<file path="src/rtl/hazard_control_unit_pkg.sv">
// Shared definitions for the pipeline hazard controller.
//   HZ_RUN / HZ_MEM_WAIT : controller state encodings
//   REG_X0               : architectural zero register (never a real hazard source)
//   is_load_use()        : load-use hazard detect between the EX load and the ID consumer
package hazard_control_unit_pkg;

  localparam logic [0:0] HZ_RUN      = 1'b0;
  localparam logic [0:0] HZ_MEM_WAIT = 1'b1;

  localparam logic [4:0] REG_X0 = 5'd0;

  // A load in EX whose destination is read by the instruction in ID cannot be
  // forwarded in time; x0 writes are discarded so they never create a hazard.
  function automatic logic is_load_use(
    input logic       ex_mem_read,
    input logic [4:0] ex_rd,
    input logic [4:0] id_rs1,
    input logic [4:0] id_rs2,
    input logic       uses_rs1,
    input logic       uses_rs2
  );
    return ex_mem_read && (ex_rd != REG_X0) &&
           ((uses_rs1 && (ex_rd == id_rs1)) || (uses_rs2 && (ex_rd == id_rs2)));
  endfunction

endpackage

</file>
<file path="src/rtl/hazard_control_unit_sat_counter.sv">
// Saturating event counter.
//   clk, reset : clock and synchronous active-high clear
//   inc        : add one this cycle (ignored once the count is all-ones)
//   count      : current count, sticks at all-ones instead of wrapping
module sat_counter #(
  parameter int W = 32
) (
  input  logic         clk,
  input  logic         reset,
  input  logic         inc,
  output logic [W-1:0] count
);

  logic [W-1:0] count_q;
  logic [W-1:0] count_d;

  always_comb begin
    count_d = count_q;
    if (inc && (count_q != {W{1'b1}})) begin
      count_d = count_q + W'(1);
    end
  end

  always_ff @(posedge clk) begin
    if (reset) begin
      count_q <= '0;
    end else begin
      count_q <= count_d;
    end
  end

  assign count = count_q;

endmodule

</file>
<file path="src/rtl/hazard_control_unit.sv">
// Stall/flush controller for the 5-stage pipeline: load-use bubbles,
// taken-branch flushes and data-memory wait states, plus saturating
// stall/flush performance counters.
//   Inputs : ID source regs + use flags, EX rd / load flag / branch-taken,
//            MEM request and data-memory ready.
//   Outputs: PC and pipeline-register enables, IF/ID and ID/EX flushes,
//            mem_wait debug flag, stall_cycles and flush_count counters.
// All control outputs are combinational from the state and current inputs.
module hazard_control_unit
  import hazard_control_unit_pkg::*;
#(
  parameter int CNT_W = 32
) (
  input  logic             clk,
  input  logic             reset,
  input  logic [4:0]       id_rs1_addr,
  input  logic [4:0]       id_rs2_addr,
  input  logic             id_uses_rs1,
  input  logic             id_uses_rs2,
  input  logic [4:0]       ex_rd_addr,
  input  logic             ex_MemRead,
  input  logic             ex_branch_taken,
  input  logic             mem_req,
  input  logic             dmem_ready,
  output logic             pc_write_en,
  output logic             ifid_write_en,
  output logic             ifid_flush,
  output logic             idex_write_en,
  output logic             idex_flush,
  output logic             exmem_write_en,
  output logic             memwb_write_en,
  output logic             mem_wait,
  output logic [CNT_W-1:0] stall_cycles,
  output logic [CNT_W-1:0] flush_count
);

  logic [0:0] state_q;
  logic [0:0] state_d;
  logic       freeze;
  logic       load_use;
  logic       branch_act;
  logic       stall_inc;

  assign freeze   = mem_req && !dmem_ready;
  assign load_use = is_load_use(ex_MemRead, ex_rd_addr, id_rs1_addr, id_rs2_addr,
                                id_uses_rs1, id_uses_rs2);

  // A branch stuck behind a memory freeze is only acted on in the cycle it
  // actually advances, so it flushes exactly once.
  assign branch_act = !reset && !freeze && ex_branch_taken;

  // Priority: reset > freeze > branch > load-use > normal.
  always_comb begin
    pc_write_en    = 1'b1;
    ifid_write_en  = 1'b1;
    ifid_flush     = 1'b0;
    idex_write_en  = 1'b1;
    idex_flush     = 1'b0;
    exmem_write_en = 1'b1;
    memwb_write_en = 1'b1;
    if (reset) begin
      pc_write_en    = 1'b0;
      ifid_write_en  = 1'b0;
      ifid_flush     = 1'b1;
      idex_write_en  = 1'b0;
      idex_flush     = 1'b1;
      exmem_write_en = 1'b0;
      memwb_write_en = 1'b0;
    end else if (freeze) begin
      // Whole pipe holds, MEM/WB included: rewriting the same WB value is
      // harmless and keeps the WB forwarding source stable.
      pc_write_en    = 1'b0;
      ifid_write_en  = 1'b0;
      idex_write_en  = 1'b0;
      exmem_write_en = 1'b0;
      memwb_write_en = 1'b0;
    end else if (ex_branch_taken) begin
      ifid_flush = 1'b1;
      idex_flush = 1'b1;
    end else if (load_use) begin
      // One bubble: next cycle EX holds the bubble, so the hazard clears itself.
      pc_write_en   = 1'b0;
      ifid_write_en = 1'b0;
      idex_flush    = 1'b1;
    end
  end

  // Both states leave/enter MEM_WAIT purely on whether an access is
  // outstanding; a dropped mem_req in MEM_WAIT also returns to RUN.
  always_comb begin
    state_d = HZ_RUN;
    if (freeze) begin
      state_d = HZ_MEM_WAIT;
    end
  end

  always_ff @(posedge clk) begin
    if (reset) begin
      state_q <= HZ_RUN;
    end else begin
      state_q <= state_d;
    end
  end

  assign mem_wait  = !reset && (state_q == HZ_MEM_WAIT);
  assign stall_inc = !reset && !pc_write_en;

  sat_counter #(.W(CNT_W)) u_stall_cnt (
    .clk   (clk),
    .reset (reset),
    .inc   (stall_inc),
    .count (stall_cycles)
  );

  sat_counter #(.W(CNT_W)) u_flush_cnt (
    .clk   (clk),
    .reset (reset),
    .inc   (branch_act),
    .count (flush_count)
  );

endmodule

</file>
<file path="config.mk">
export PLATFORM = sky130hd
export DESIGN_NAME = hazard_control_unit
export DESIGN_NICKNAME = d
export VERILOG_FILES = /design/src/rtl/hazard_control_unit_pkg.sv /design/src/rtl/hazard_control_unit_sat_counter.sv /design/src/rtl/hazard_control_unit.sv
export SDC_FILE = /design/constraint.sdc
export NUM_CORES = 1
export LEC_CHECK = 0
export CAP_MARGIN = 20
export CORE_UTILIZATION = 48
export CTS_CLUSTER_SIZE = 28
export DETAILED_ROUTE_END_ITERATION = 12
export PLACE_DENSITY = 0.77
export SKIP_CTS_REPAIR_TIMING = 1
export SYNTH_ARGS = -nofsm -noshare
export SYNTH_HDL_FRONTEND = slang
export SYNTH_SLANG_ARGS = --single-unit
</file>
<file path="constraint.sdc">
create_clock -name clk -period 2.98 [get_ports clk]
set_input_delay 0.894 -clock clk [delete_from_list [all_inputs] [get_ports clk]]
set_output_delay 0.894 -clock clk [all_outputs]
set_load 0.01 [all_outputs]
</file>
* Word level (Yosys, flattened, before mapping)
Cells that the tools add are included.
Storage, ports and cells: bits in registers 65, input port bits 23, output and inout bits 72, word-level logic and storage cells 40
Operators by class: $add $sub $neg 2, eq/ne operators 4, multiplexer cells 14, reductions and logical operators 17
Operators by type and width (number):
- $add 32x1->32 const B | 2
- $ne 32x32->1 const B | 2
- $mux 1 | 14
- $logic_and 1x1->1 | 11
- $eq 5x5->1 | 2
- $reduce_bool 5->1 | 1
- $logic_not 1->1 | 4
- $logic_or 1x1->1 | 1

* Logic depth before layout (Yosys ltp)
Gate-level depths: netlist (run 1).
word-level depth 11, gate-level depth with buffers 9, mapped depth without buffers 7

* By module
A second synthesis (run 1) with hierarchy kept.
Unflattened totals: cells, all modules 428, area total of the unflattened synthesis 3598.5 sq um
Modules (own cells, without submodules):
- sat_counter | instances 2, cells an instance 199, area each 1674.1 sq um, sequential area each 640.6 sq um
- hazard_control_unit | instances 1, cells an instance 30, area each 250.2 sq um, sequential area each 20.0 sq um

* Worst setup path before layout (run 1)
No wires, ideal clock.
path kind input-to-output, start input ex_rd_addr[1], end output pc_write_en, arrival 2.042 ns, data required time 2.086 ns, path slack 0.044 ns, stages 6, buffers on the path 1, cell sequence or4_1 -> o21ai_0 -> inv_1 -> nand2_1 -> o21a_1 -> buf_4
On the way: word-level cells in the longest chain between the ends 8, elaborated cells on any way between the ends 12, those cells by class eq/ne: 2; mux: 4; reduce/logical: 6
Ends and longest elaborated chain:
- start, declared | RTL line hazard_control_unit.sv:20 | input logic [4:0] ex_rd_addr,
- $eq 5x5->1 | RTL line hazard_control_unit_pkg.sv:23 | ((uses_rs1 && (ex_rd == id_rs1)) || (uses_rs2 && (ex_rd == id_rs2)));
- $logic_and 1x1->1 | RTL line hazard_control_unit_pkg.sv:23
- $logic_or 1x1->1 | RTL line hazard_control_unit_pkg.sv:23
- $logic_and 1x1->1 * | RTL line hazard_control_unit_pkg.sv:22 | return ex_mem_read && (ex_rd != REG_X0) &&
- $mux 1 * (4 in a row)
- end, declared | RTL line hazard_control_unit.sv:25 | output logic pc_write_en,
Mark *: on every way between the ends. The rest lies on a longest branch, timed or not.

* Final worst setup path (run 1)
start input ex_rd_addr[2], end output pc_write_en
On the way: word-level cells in the longest chain between the ends 8, elaborated cells on any way between the ends 12, those cells by class eq/ne: 2; mux: 4; reduce/logical: 6
Ends and longest elaborated chain:
- $eq 5x5->1 | RTL line hazard_control_unit_pkg.sv:23
- $logic_and 1x1->1 | RTL line hazard_control_unit_pkg.sv:23
- $logic_or 1x1->1 | RTL line hazard_control_unit_pkg.sv:23
- $logic_and 1x1->1 * | RTL line hazard_control_unit_pkg.sv:22
- $mux 1 * | RTL line hazard_control_unit.sv:80 | end else if (load_use) begin
- $mux 1 * | RTL line hazard_control_unit.sv:77 | end else if (ex_branch_taken) begin
- $mux 1 * | RTL line hazard_control_unit.sv:69 | end else if (freeze) begin
- $mux 1 * | RTL line hazard_control_unit.sv:61 | if (reset) begin
Marks and branches as above.

==> results of run 1 <==
## path summary, 6_finish.rpt
check	endpoint	start	depth (start not counted)	slack, ps
max	pc_write_en	ex_rd_addr[2]	7	-40
min	u_stall_cnt.count[4]	u_stall_cnt.count[4]	2	510
max reg2reg	u_stall_cnt.count[27]	u_stall_cnt.count[6]	6	570
min reg2reg	u_stall_cnt.count[4]	u_stall_cnt.count[4]	2	510
## flip-flops by register name, summed over array words and instances (netlist names)
name / cells
state_q: 1
u_flush_cnt.count: 32
u_stall_cnt.count: 32
## cell usage after synthesis, types with 2 or more instances
master	n	area, sq um
sky130_fd_sc_hd__dfxtp_1	65	1300
sky130_fd_sc_hd__nor2_1	48	180
sky130_fd_sc_hd__nand2_1	32	120
sky130_fd_sc_hd__nand4_1	27	169
sky130_fd_sc_hd__a21oi_1	26	130
sky130_fd_sc_hd__nand3_1	23	115
sky130_fd_sc_hd__xor2_1	22	193
sky130_fd_sc_hd__xnor2_1	19	166
sky130_fd_sc_hd__o21ai_0	14	70.1
sky130_fd_sc_hd__or3_1	13	81.3
sky130_fd_sc_hd__and3_1	11	68.8
sky130_fd_sc_hd__nor2b_1	10	62.6
sky130_fd_sc_hd__or4_1	10	75.1
sky130_fd_sc_hd__clkbuf_1	9	33.8
sky130_fd_sc_hd__o31ai_1	9	67.6
sky130_fd_sc_hd__nor4_1	8	50.1
sky130_fd_sc_hd__inv_1	7	26.3
sky130_fd_sc_hd__mux2_2	7	78.8
sky130_fd_sc_hd__nor3_1	6	30.0
sky130_fd_sc_hd__and4_1	5	43.8
sky130_fd_sc_hd__buf_4	5	37.5
sky130_fd_sc_hd__nand4b_1	5	43.8
sky130_fd_sc_hd__a211oi_1	3	22.5
sky130_fd_sc_hd__buf_2	3	15.0
sky130_fd_sc_hd__buf_6	2	22.5
sky130_fd_sc_hd__ha_1	2	25.0
sky130_fd_sc_hd__nand2b_1	2	12.5
sky130_fd_sc_hd__o21bai_1	2	15.0
## cell families after synthesis
logic type | after synthesis | synth area share [%]
flops | 65 | 37.8
mux | 8 | 2.58
simple gates | 210 | 33.7
compound gates | 62 | 10.8
xor+xnor | 41 | 10.4
fa+ha+maj | 2 | 0.728
buf+inv | 26 | 3.93
## critical path, delay by kind of cell
kind / cells / cell delay (ps)
simple gates: 2 / 600
buf+inv: 3 / 320
compound gates: 2 / 310
## layout make-up
type                    instances  share of cell area (%)
multi-input cells             323                    41.4
flip-flops and latches         65                    26.2
repair buffers                130                    25.0
clock buffers                  11                    3.05
well taps                      96                    2.42
clock inverters                 3                    1.31
inverters                       7                   0.530
## stage by stage
stage / total power (W) / worst slack [ps] / area, sq um / util [%]
5_1_grt: 0.00192 / -91.9 / 4960 / 72.2
6_report: 0.00186 / -35.4 / 4960 / 72.2
3_5_place_dp: 0.00105 / -849 / 4660 / 67.9
3_3_place_gp: 0.00105 / -805 / 4660 / 67.9
2_1_floorplan: 0.000960 / 44.0 / 3440 / -
4_1_cts: 0.00187 / -852 / 4880 / 71.0
## routing by layer
layer | wire length, um | track usage [%] | vias up | part of all wire [%]
li1 | - | - | 1741 | -
met1 | 3830 | 28.8 | 1689 | 42
met2 | 4740 | 45.5 | 107 | 52
met3 | 472 | 6.29 | 16 | 5.1
met4 | 153 | 7.88 | 0 | 1.7
met5 | 0 | 0 | - | 0
## where the power goes
part / internal (W) / switching (W)
clock: 0.000506 / 0.000314
combinational: 0.0000874 / 0.0000750
sequential: 0.000872 / 0.00000461
==> results summary, run 1 <==
Setup violations remaining at the end of the flow were counted as 2. The fraction of layout instances using a drive strength above 1 is 15.2%. The via count came out at 3553. The worst slew margin relative to its limit is 52.3%. The gate count after technology mapping came out at 414. Once detailed placement completed, the half-perimeter wirelength came to 6400 um. Once placement completed, the tool counted placed cells totaling 620. The initial antenna violation count is 0. The count of input and output buffers came out at 94.

The part of the Yosys area used for sequential elements came out at 37.8%. The number of storage elements in the synthesis netlist is 65. In this run the worst path has a maximum fanout of 2. After detailed routing, the number of remaining DRC violations is 0. By startpoint and endpoint, the worst setup path is classified as in2out. The overflow left after global routing is 0. Counting the buffers created by CTS gives 9. Entering global routing, the biggest net connects 37 pins. The sequential standard cell area is 1300 sq um. For this block, the routed nets add up to 9190 um of wire. The starting utilization of the core area came out at 50.1%. The via count of the first global-routing pass came out at 3331.

The flow ran to the end, but the final reports show violations. The final non-filler cell total is 635. The post-synthesis async set-or-reset flop share came out at 0%.

The post-synthesis cell type count is 47. The floorplan die area came out at 7510 sq um. The data arrival time at the worst-slack endpoint is 2120 ps. Walking the worst path, the cells encountered are clkbuf_2 -> or4_4 -> o21ai_2 -> inv_1 -> nand2_2 -> o21a_1 -> buf_2. The most used flip-flop cell after synthesis is sky130_fd_sc_hd__dfxtp_1. The leakage power came out at 1.85 nW. The number of max-slew violations in the final report came out at 0. The combined area of the multi-input logic cells came out at 2060 sq um. The number of enable flip-flop cells after synthesis is 0.

The worst hold path belongs to the class reg2reg. The average routed wire per standard cell is 14.5 um. The wire length of the first global-routing pass is 15000 um. The library cell contributing the largest single delay on the critical path is sky130_fd_sc_hd__or4_4.

STA classifies the critical path startpoint as a primary input. The first routing iteration left 136 violations. The clock sink count is 65. The pin slew with the least headroom to its limit is 716 ps. In the layout the commonest cells are 71 x sky130_fd_sc_hd__clkdlybuf4s50_1, 65 x sky130_fd_sc_hd__dfxtp_1, 48 x sky130_fd_sc_hd__nor2_1. The data required time of the worst path came out at 2090 ps. After layout, the worst path uses 101% of the clock period. The number of warnings reported in the yosys synthesis log came out at 0. Synthesis produced a netlist with a net count of 439. The number of rows created at floorplan came out at 30. The clock insertion delay at the later pin of the skew report is 340 ps. The number of iterations in the first detailed-routing pass came out at 6.

Derived from the worst setup path, the maximum achievable clock frequency is 332 MHz. Setup repair after global routing could not meet its margin everywhere. TritonCTS built the clock tree. The clock transition at the registers of the reported paths is 70 ps. The number of levels the H-tree was split into is 3. The filler cell count is 539. The worst setup path is captured at an output pin. The count of endpoints failing hold in the final timing report is 0. The final critical-path required period is 3020 ps. In this run the mean area of a mapped cell was 8.31 sq um.

The final setup slack of the worst path is -35.4 ps. Across the run, the number of max-cap violations was 0. The placeable core area came out at 6870 sq um.

The smallest hold slack came out at 509 ps. Leaving out fill and tap cells, the most frequent cell in the layout is sky130_fd_sc_hd__clkdlybuf4s50_1. The repair_antennas step left the layout with diodes totalling 0. The die span in x came out at 86.6 um.

The number of routed nets with antenna violations came out at 0. VDD sags by at most 0.291 mV. For this run, the post-layout net count is 561.

The all-layer global routing usage is 25.1%. The largest buffer count on any clock path is 2. Summing every instance area after synthesis gives 3440 sq um. The maximum clock skew at final layout is 10.9 ps. The final reports fail on setup timing. The die extent in y came out at 86.6 um. The area growth from synthesis to layout is 44.3%. At the end of routability-driven placement, the weighted congestion stood at 0.853. The top-level port count is 95. Summed over all failing endpoints, the final setup total negative slack is -66.3 ps. The per-cell via count in the routed design came out at 5.60. The delay contributed by the slowest stage of the critical path came out at 540 ps. The ratio of total power to cell area came out at 375 nW/um^2. The cell at the root of the clock tree is sky130_fd_sc_hd__clkbuf_8.
No activity file was read; power rests on OpenSTA's default activity.
==> run 2: changes to the inputs <==
--- a/config.mk
+++ b/config.mk
@@ -7,6 +7,7 @@
 export LEC_CHECK = 0
 export CAP_MARGIN = 20
 export CORE_UTILIZATION = 48
+export CTS_CLUSTER_DIAMETER = 40
 export CTS_CLUSTER_SIZE = 28
 export DETAILED_ROUTE_END_ITERATION = 12
 export PLACE_DENSITY = 0.77
==> results of run 2 <==
No change in the layout: final DEF, timing and power equal those of run 1.
==> run 3: changes to the inputs <==
==> constraint.sdc (replaced) <==
create_clock -name clk -period 3.18 [get_ports clk]
set_input_delay 0.954 -clock clk [delete_from_list [all_inputs] [get_ports clk]]
set_output_delay 0.954 -clock clk [all_outputs]
set_load 0.01 [all_outputs]
==> results summary, run 3 (same netlist as run 1, synthesis figures left out) <==
Max-cap violations in this run came to 0. Leaving out fill and tap cells, the most frequent cell in the layout is sky130_fd_sc_hd__clkdlybuf4s50_1. Across the whole layout, storage elements account for 1300 sq um. The library cells used most frequently in the layout, excluding fill and tap cells, are 71 x sky130_fd_sc_hd__clkdlybuf4s50_1, 65 x sky130_fd_sc_hd__dfxtp_1, 48 x sky130_fd_sc_hd__nor2_1. The largest buffer count on any clock path is 2. The count of buffer and inverter cells on the critical path came out at 3. The number of rows created at floorplan came out at 30. The peak supply drop is 0.244 mV. The sum of routed wire segments on met1 is 4000 um.

The power share of the sequential group is 48.2%. The post-detailed-route DRC marker count is 0. The via count of the first global-routing pass came to 3237. The layout has 555 filler cells. The clock net in this run drives a total of 65 sinks. The pin count of the biggest net entering global routing came out at 42. The peak clock frequency supported by timing came out at 320 MHz. The net switching component of the power came out at 0.000388 W. The via count is 3566.

Buffers placed on the I/O ports in this run total 94. The placeable core area is 6870 sq um. The fraction of layout instances using a drive strength above 1 came out at 14.4%. Among cell families on the critical path, the largest total delay comes from buffers and inverters. The number of routed nets with antenna violations came out at 0. Clock tree synthesis selected as its root buffer the cell sky130_fd_sc_hd__clkbuf_8. The maximum clock skew at final layout came out at 6.52 ps.

TritonCTS built the clock tree. 0 antenna diodes ended up in the layout. By startpoint and endpoint, the worst setup path is classified as in2out. The path class of the tightest hold or removal check is reg2reg. The number of nets in the layout came out at 558. The relative contribution of the clock network to total power came out at 42.8%. The all-layer global routing usage came out at 24.8%.

After clock tree synthesis, the clock-pin slew on the worst setup and hold paths is 60 ps. The flow ran to the end, and the final reports show no timing, DRC or antenna violations. The final worst-path cycle share came out at 98.3%. The worst path in the final design needs a cycle of 3130 ps, including I/O delays and setup.

Dividing the detail-routed wire length by the instance count gives 15.0 um. The worst setup path is launched from a primary input. Headroom to the max-slew limit came out at 49.3%.

The die span in x came out at 86.6 um. Of the total power, the share spent switching nets is 22.8%. The overflow left after global routing is 0.

The internal power is 0.00132 W. The data arrival time at the worst-slack endpoint came out at 2170 ps. The data required time of the worst path came out at 2230 ps. The clock insertion delay at the later pin of the skew report came out at 330 ps. The number of max-slew violations in the final report is 0. The delay contributed by the slowest stage of the critical path is 190 ps. STA classifies the critical path endpoint as an output pin. The area after detailed placement came out at 4620 sq um. The largest individual stage delay along the critical path comes from the cell sky130_fd_sc_hd__o22ai_2.

The count of endpoints failing hold in the final timing report was 0. The ratio of total power to cell area came out at 347 nW/um^2. The per-cell via count in the routed design came out at 5.64. The top-level port count came out at 95.

The pin slew with the least headroom to its limit came out at 758 ps. In this run, the number of DRC markers left after iteration 0 of detailed routing was 198. Once the floorplan was initialized, standard cells occupied 50.1% of the core. The smallest hold slack is 508 ps. The detailed-routed wire length on met3 came out at 468 um. The floorplan die area is 7510 sq um. The number of iterations in the first detailed-routing pass came out at 5. Counting the buffers created by CTS gives 9. The logic gate share of total power is 9.0%. The global placer's final weighted congestion came out at 0.838. After detailed routing, the total wire length is 9490 um.

The critical path goes through dlymetal6s2s_1 -> buf_6 -> xnor2_1 -> nand4_1 -> o22ai_2 -> nand2_1 -> o21a_1 -> buf_2. The leakage power came out at 1.82 nW. The total power came out at 0.00170 W. The initial antenna violation count is 0. The detailed placer's ending HPWL came out at 6570 um. The combined area of the multi-input logic cells came out at 2050 sq um.

The wire length on met2 is 4800 um. The area growth from synthesis to layout is 42.7%. The post-layout instance area is 4910 sq um. The number of levels the H-tree was split into is 3. The largest driver fanout on the critical path is 2. The number of setup violations in the final report is 0.

The floorplan step set the die height to 86.6 um. The highest signal layer in the routed design is met4. The wire length of the first global-routing pass is 14900 um.
-- run 3: cell type report --
cell class / instances / share of cell area, %
clock buffers: 12 / 3.37
repair buffers: 127 / 24.7
clock inverters: 2 / 0.765
well taps: 96 / 2.45
multi-input cells: 323 / 41.7
flip-flops and latches: 65 / 26.5
inverters: 7 / 0.535
-- run 3: metrics by stage --
step                      setup WS (ps)  std cells  util [%]  setup TNS (ps)
after global routing              -32.8        632      71.4           -61.3
final                              54.6        632      71.4               0
after floorplan                     124        414         -               0
after global placement             -765        616      67.2           -3320
after CTS                          -818        630      70.2           -2710
after detailed placement           -804        616      67.2           -6220
-- run 3: layer usage --
metal	track usage (%)	vias to the layer above
li1	-	1732
met1	30.1	1694
met2	44.6	119
met3	3.33	21
met4	8.79	0
met5	0	-
-- run 3: worst register-to-register path: cells and delay by family (launching register included) --
kind          cells  cell delay (ps)
flops             1              440
simple gates      5             1810
xor+xnor          1              160
-- run 3: path summary, 6_finish.rpt --
check	from	endpoint	slack, ps	cells after the start
min	u_flush_cnt.count[1]	u_flush_cnt.count[1]	510	2
max	ex_rd_addr[1]	pc_write_en	50	8
max reg2reg	u_flush_cnt.count[6]	u_flush_cnt.count[16]	630	6
min reg2reg	u_flush_cnt.count[1]	u_flush_cnt.count[1]	510	2
-- run 3: power by group through the flow --
stage	logic [W]	clock network, W	registers [W]
final	0.000153	0.000730	0.000821
after CTS	0.000146	0.000742	0.000821
after global routing	0.000163	0.000774	0.000821
after floorplan	0.0000598	0	0.000840
after global placement	0.000141	0	0.000840
after detailed placement	0.000145	0	0.000840
